$ cat config.mk
export PLATFORM = sky130hd
export DESIGN_NAME = dist_window_avg
export DESIGN_NICKNAME = d
export VERILOG_FILES = /design/src/rtl/dist_window_avg.sv
export SDC_FILE = /design/constraint.sdc
export NUM_CORES = 1
export LEC_CHECK = 0
export CORE_ASPECT_RATIO = 0.6
export CORE_UTILIZATION = 60
export DETAILED_ROUTE_END_ITERATION = 7
export GPL_TIMING_DRIVEN = 0
export PLACE_DENSITY = 0.8
export SKIP_CTS_REPAIR_TIMING = 1
export SYNTH_ARGS = -nofsm -noshare
export SYNTH_HDL_FRONTEND = slang
export SYNTH_SLANG_ARGS = --single-unit
export TNS_END_PERCENT = 1
$ cat constraint.sdc
create_clock -name clk -period 5.26 [get_ports clk]
set_clock_uncertainty 0.15 [all_clocks]
set_input_delay 0.789 -clock clk [delete_from_list [all_inputs] [get_ports clk]]
set_output_delay 0.789 -clock clk [all_outputs]
set_load 0.1 [all_outputs]
$ cat src/rtl/dist_window_avg.sv
// Sliding-window moving average of a distance stream with a hysteretic proximity alarm.
// Optional peak-distance tracking is compiled in with the DIST_PEAK_HOLD_EN macro.
module dist_window_avg #(
  parameter int          DEPTH_LOG2 = 3,
  parameter logic [7:0]  ALARM_HI   = 8'd200,
  parameter logic [7:0]  ALARM_LO   = 8'd180
) (
  input  logic       clk,
  input  logic       rst_n,
  input  logic [7:0] din,
  input  logic       din_valid,
  input  logic       clear,
  output logic [7:0] avg_out,
  output logic       avg_valid,
  output logic       alarm,
  output logic [7:0] peak_out
);

  localparam int N  = 1 << DEPTH_LOG2;
  localparam int SW = 8 + DEPTH_LOG2;
  localparam int CW = DEPTH_LOG2 + 1;

  // Handshake: din is consumed on every rising edge where din_valid is high
  // and clear is low; there is no back-pressure, so a sample can be taken every cycle.

  typedef enum logic {
    S_FILL = 1'b0,
    S_RUN  = 1'b1
  } state_t;

  state_t                r_state;
  state_t                w_state_next;
  logic [7:0]            r_buf [N];
  logic [DEPTH_LOG2-1:0] r_wr_ptr;
  logic [CW-1:0]         r_fill_cnt;
  logic [CW-1:0]         w_fill_next;
  logic [SW-1:0]         r_sum;
  logic [SW-1:0]         w_sum_next;
  logic [7:0]            r_avg;
  logic                  r_avg_valid;
  logic                  r_alarm;
  logic                  w_accept;
  logic                  w_avg_upd;
  logic [7:0]            w_avg_new;
  logic                  w_alarm_new;

  assign w_accept   = din_valid & ~clear;
  // Evicted slot is always 0 during FILL because reset/clear zero the whole buffer.
  assign w_sum_next = r_sum + SW'(din) - SW'(r_buf[r_wr_ptr]);
  assign w_avg_new  = w_sum_next[SW-1:DEPTH_LOG2];

  always_comb begin
    w_state_next = r_state;
    w_fill_next  = r_fill_cnt;
    w_avg_upd    = 1'b0;
    if (clear) begin
      w_state_next = S_FILL;
      w_fill_next  = '0;
    end else if (w_accept) begin
      case (r_state)
        S_FILL: begin
          w_fill_next = r_fill_cnt + CW'(1);
          if (w_fill_next == CW'(N)) begin
            w_state_next = S_RUN;
            w_avg_upd    = 1'b1;
          end
        end
        S_RUN: begin
          w_avg_upd = 1'b1;
        end
        default: begin
          w_state_next = S_FILL;
        end
      endcase
    end
  end

  always_comb begin
    w_alarm_new = r_alarm;
    if (w_avg_new >= ALARM_HI) begin
      w_alarm_new = 1'b1;
    end else if (w_avg_new <= ALARM_LO) begin
      w_alarm_new = 1'b0;
    end
  end

  always_ff @(posedge clk or negedge rst_n) begin
    if (!rst_n) begin
      for (int i = 0; i < N; i++) begin
        r_buf[i] <= '0;
      end
    end else if (clear) begin
      for (int i = 0; i < N; i++) begin
        r_buf[i] <= '0;
      end
    end else if (w_accept) begin
      r_buf[r_wr_ptr] <= din;
    end
  end

  always_ff @(posedge clk or negedge rst_n) begin
    if (!rst_n) begin
      r_state     <= S_FILL;
      r_wr_ptr    <= '0;
      r_fill_cnt  <= '0;
      r_sum       <= '0;
      r_avg       <= '0;
      r_avg_valid <= 1'b0;
      r_alarm     <= 1'b0;
    end else begin
      r_state    <= w_state_next;
      r_fill_cnt <= w_fill_next;
      if (clear) begin
        r_wr_ptr    <= '0;
        r_sum       <= '0;
        r_avg       <= '0;
        r_avg_valid <= 1'b0;
        r_alarm     <= 1'b0;
      end else if (w_accept) begin
        r_wr_ptr <= r_wr_ptr + DEPTH_LOG2'(1);
        r_sum    <= w_sum_next;
        if (w_avg_upd) begin
          r_avg       <= w_avg_new;
          r_avg_valid <= 1'b1;
          r_alarm     <= w_alarm_new;
        end
      end
    end
  end

  assign avg_out   = r_avg;
  assign avg_valid = r_avg_valid;
  assign alarm     = r_alarm;

`ifdef DIST_PEAK_HOLD_EN
  logic [7:0] r_peak;

  always_ff @(posedge clk or negedge rst_n) begin
    if (!rst_n) begin
      r_peak <= '0;
    end else if (clear) begin
      r_peak <= '0;
    end else if (w_accept && (din > r_peak)) begin
      r_peak <= din;
    end
  end

  assign peak_out = r_peak;
`else
  assign peak_out = 8'd0;
`endif

endmodule

==> run summary <==
Worst Tran Pin Value: 0.972 ns
ratio of cells with drive above 1 in the final layout: 0.104
worst setup path start: r_wr_ptr[1]
Critical Path Sink Type: register
DRC viols: 0
post-DR wirelength/cell: 19.8 um
Root Driver: clkbuf_16
GPL Wtd Cong: 0.963
max incr delay on CP: 0.55 ns
post-synth top area share: 0.447
Peak VDD IR: 0.000262 V
R2R Path End: alarm
delay-heaviest family, CP: compound AO/OA/AOI/OAI gates
combinational share of power: 0.404
crit path time final: 4.52 ns
Final setup viols: 0
run status: finished clean
fin cells: 705
Critical R2R Launch: r_wr_ptr[1]
Worst Path Max Fanout: 10
synthesized flop and latch total: 93
chip width: 122 um
post-synthesis xor/xnor area fraction: 0.0216
Sw Share: 0.383
core area: 0.00813 mm^2
via count: 4273
initial core utilization: 0.640
clock power share: 0.265
RSZ-0062 raised after global routing: no
Slew HR: 0.350
placed cell count: 689
Pint: 1480 uW
Worst Path Required: 5.32 ns
IO Count: 30
antenna cells: 0
number of flops mapped to enable cells by yosys: 0
Synth cell types: 51
area delta synth->final: 12.0%
total CTS buffers: 9
setup TNS: 0 ns
Slowest cell on crit path: buf_1
HPWL Detailed: 9980 um
Syn Area/Cell: 9.32 um^2
Top FF cell, synth: dfrtp_1
initial antenna violation count: 0
CP arrival: 4.59 ns
YS warnings: 0
leakage power: 0.00268 uW
max-slew violation count: 0
first-pass GRT wire length: 22000 um
full die area: 0.00907 mm^2
Max-Cap Viols: 0
clk sinks: 93
area leader, netlist: dfrtp_1
number of global-route vias before repair: 4116
Mapped Area: 0.00521 mm^2
drt initial violations: 470
Post-Synth Simple-Gate Area: 0.165
Critical Path Start Type: register
Chip Height: 74.2 um
FF-to-FF setup slack: 0.74 ns
Synth Area in Adders: 0.0620
port bufs: 14
Crit path buffers/inverters: 3
Synth area leaders: dfrtp_1 45%, nand2_1 8.1%, mux2i_1 7.7%, a21oi_1 5.5%, nor2_1 3.9%
CTS Buffer Depth: 2
post-synthesis mux area share: 0.129
worst-skew pair later-pin latency: 0.35 ns
Max Fclk: 221 MHz
GR Overflow Total: 0
Worst Hold Slack: 0.269 ns
asr flop ratio synth: 1.00
Routed Antenna Nets: 0
Pwr per Cell Area: 412 mW/mm^2
largest net degree at the start of global routing: 56
top cells by count, synth: 113 x nand2_1, 93 x dfrtp_1, 57 x a21oi_1, 54 x nor2_1, 40 x mux2i_1
part of the power in registers: 0.331
worst min path class: primary input to asynchronous set/reset pin
drt pass-1 iters: 6
H-tree lvl count: 3
largest family of logic cells by synthesized area: simple AND/OR/NAND/NOR gates
register area share after synthesis: 0.447
most frequent cell after synthesis: nand2_1
final wirelength: 13900 um
CTS tree: built
final hold violation count: 0
FP Rows: 25
Vias/cell: 6.06
CP cell instances: buf_2, buf_1, mux4_2, mux2_2, fa_1, inv_1, ha_1, nor2_1, a21oi_2, a31oi_2, xnor2_1, a21o_1, a221oi_1, nor4_2
final worst-path cycle share: 0.860
worst r2r path cells: 14
Sw Pwr: 920 uW
critical setup path kind: register to register
Gate Count Post-Synth: 559
compound-gate portion of the synthesized area: 0.110
final layout net count: 625
gr usage total: 0.339
clock transition at the registers of the reported paths: 0.06 ns
[cell families (layout without fill, tap and decap cells)]
kind of cell / Yosys count / count (layout)
compound gates: 96 / 96
buf+inv: 78 / 109
flops: 93 / 93
xor+xnor: 12 / 12
fa+ha+maj: 21 / 21
simple gates: 202 / 202
other cells: 1 / 8
mux: 56 / 56
[through the flow]
stage	cell area [um^2]	setup WS (ns)	total power, uW	util
2_1_floorplan	5240	1.49	1530	-
3_3_place_gp	5510	-0.146	1710	0.678
3_5_place_dp	5540	0.850	1760	0.681
4_1_cts	5830	0.809	2400	0.717
5_1_grt	5830	0.530	2540	0.717
6_report	5830	0.738	2400	0.717
[placed cells by master, fill, tap and decap left out, types with 3 or more instances in the layout]
master | netlist | layout
nor2b_1 | 5 | 5
nand4_1 | 3 | 3
xor2_1 | 5 | 5
a21o_1 | 4 | 4
nand3_1 | 5 | 5
clkbuf_8 | 0 | 3
nor2_1 | 54 | 54
inv_1 | 36 | 36
xnor2_1 | 6 | 6
clkinv_4 | 0 | 3
buf_2 | 5 | 5
mux4_2 | 8 | 8
buf_4 | 9 | 10
nand2b_1 | 6 | 6
buf_1 | 4 | 4
o21ai_0 | 9 | 9
a21oi_1 | 57 | 57
clkdlybuf4s50_1 | 0 | 13
dfrtp_1 | 93 | 93
fa_1 | 8 | 8
clkbuf_1 | 23 | 23
a22oi_1 | 6 | 6
mux2_2 | 8 | 8
conb_1 | 1 | 8
a221oi_1 | 3 | 3
clkbuf_16 | 0 | 9
mux2i_1 | 40 | 40
ha_1 | 13 | 13
nand2_1 | 113 | 113
[power groups by stage]
| stage | sequential (uW) | clock (uW) | combinational, uW |
|---|---|---|---|
| 3_5_place_dp | 807 | 0 | 948 |
| 5_1_grt | 801 | 679 | 1060 |
| 2_1_floorplan | 827 | 0 | 704 |
| 4_1_cts | 795 | 645 | 960 |
| 3_3_place_gp | 805 | 0 | 907 |
| 6_report | 796 | 637 | 972 |
[routing by layer]
layer	up-vias	routed length (um)	part of all wire	track usage
met5	-	0	0	0
met4	0	201	0.014	0.0759
met3	27	1730	0.12	0.137
met2	239	5830	0.42	0.492
met1	2090	6160	0.44	0.479
li1	1917	-	-	-
[sequential cells by signal (all words and copies together) (netlist names)]
name	cells
r_wr_ptr	3
alarm	1
avg_valid	1
r_state	1
r_sum	11
avg_out	8
r_fill_cnt	4
r_buf	64
[worst max path at each step]
stage | to | slack, ns | cells past startpoint
after floorplan | alarm | 1.49 | 15
after global placement | avg_out[0] | -0.15 | 1
after detailed placement | alarm | 0.85 | 14
after CTS | alarm | 0.81 | 14
after global routing | alarm | 0.53 | 16
final | alarm | 0.74 | 14
[area by class of cell]
class	count	area (um^2)
Multi-Input combinational cell	395	2570
Timing Repair Buffer	15	165
Fill cell	614	2300
Tap cell	108	135
Clock buffer	12	267
Inverter	36	135
Buffer	42	205
Sequential cell	93	2330
Clock inverter	4	31.3
(Power assumes the default switching activity.)
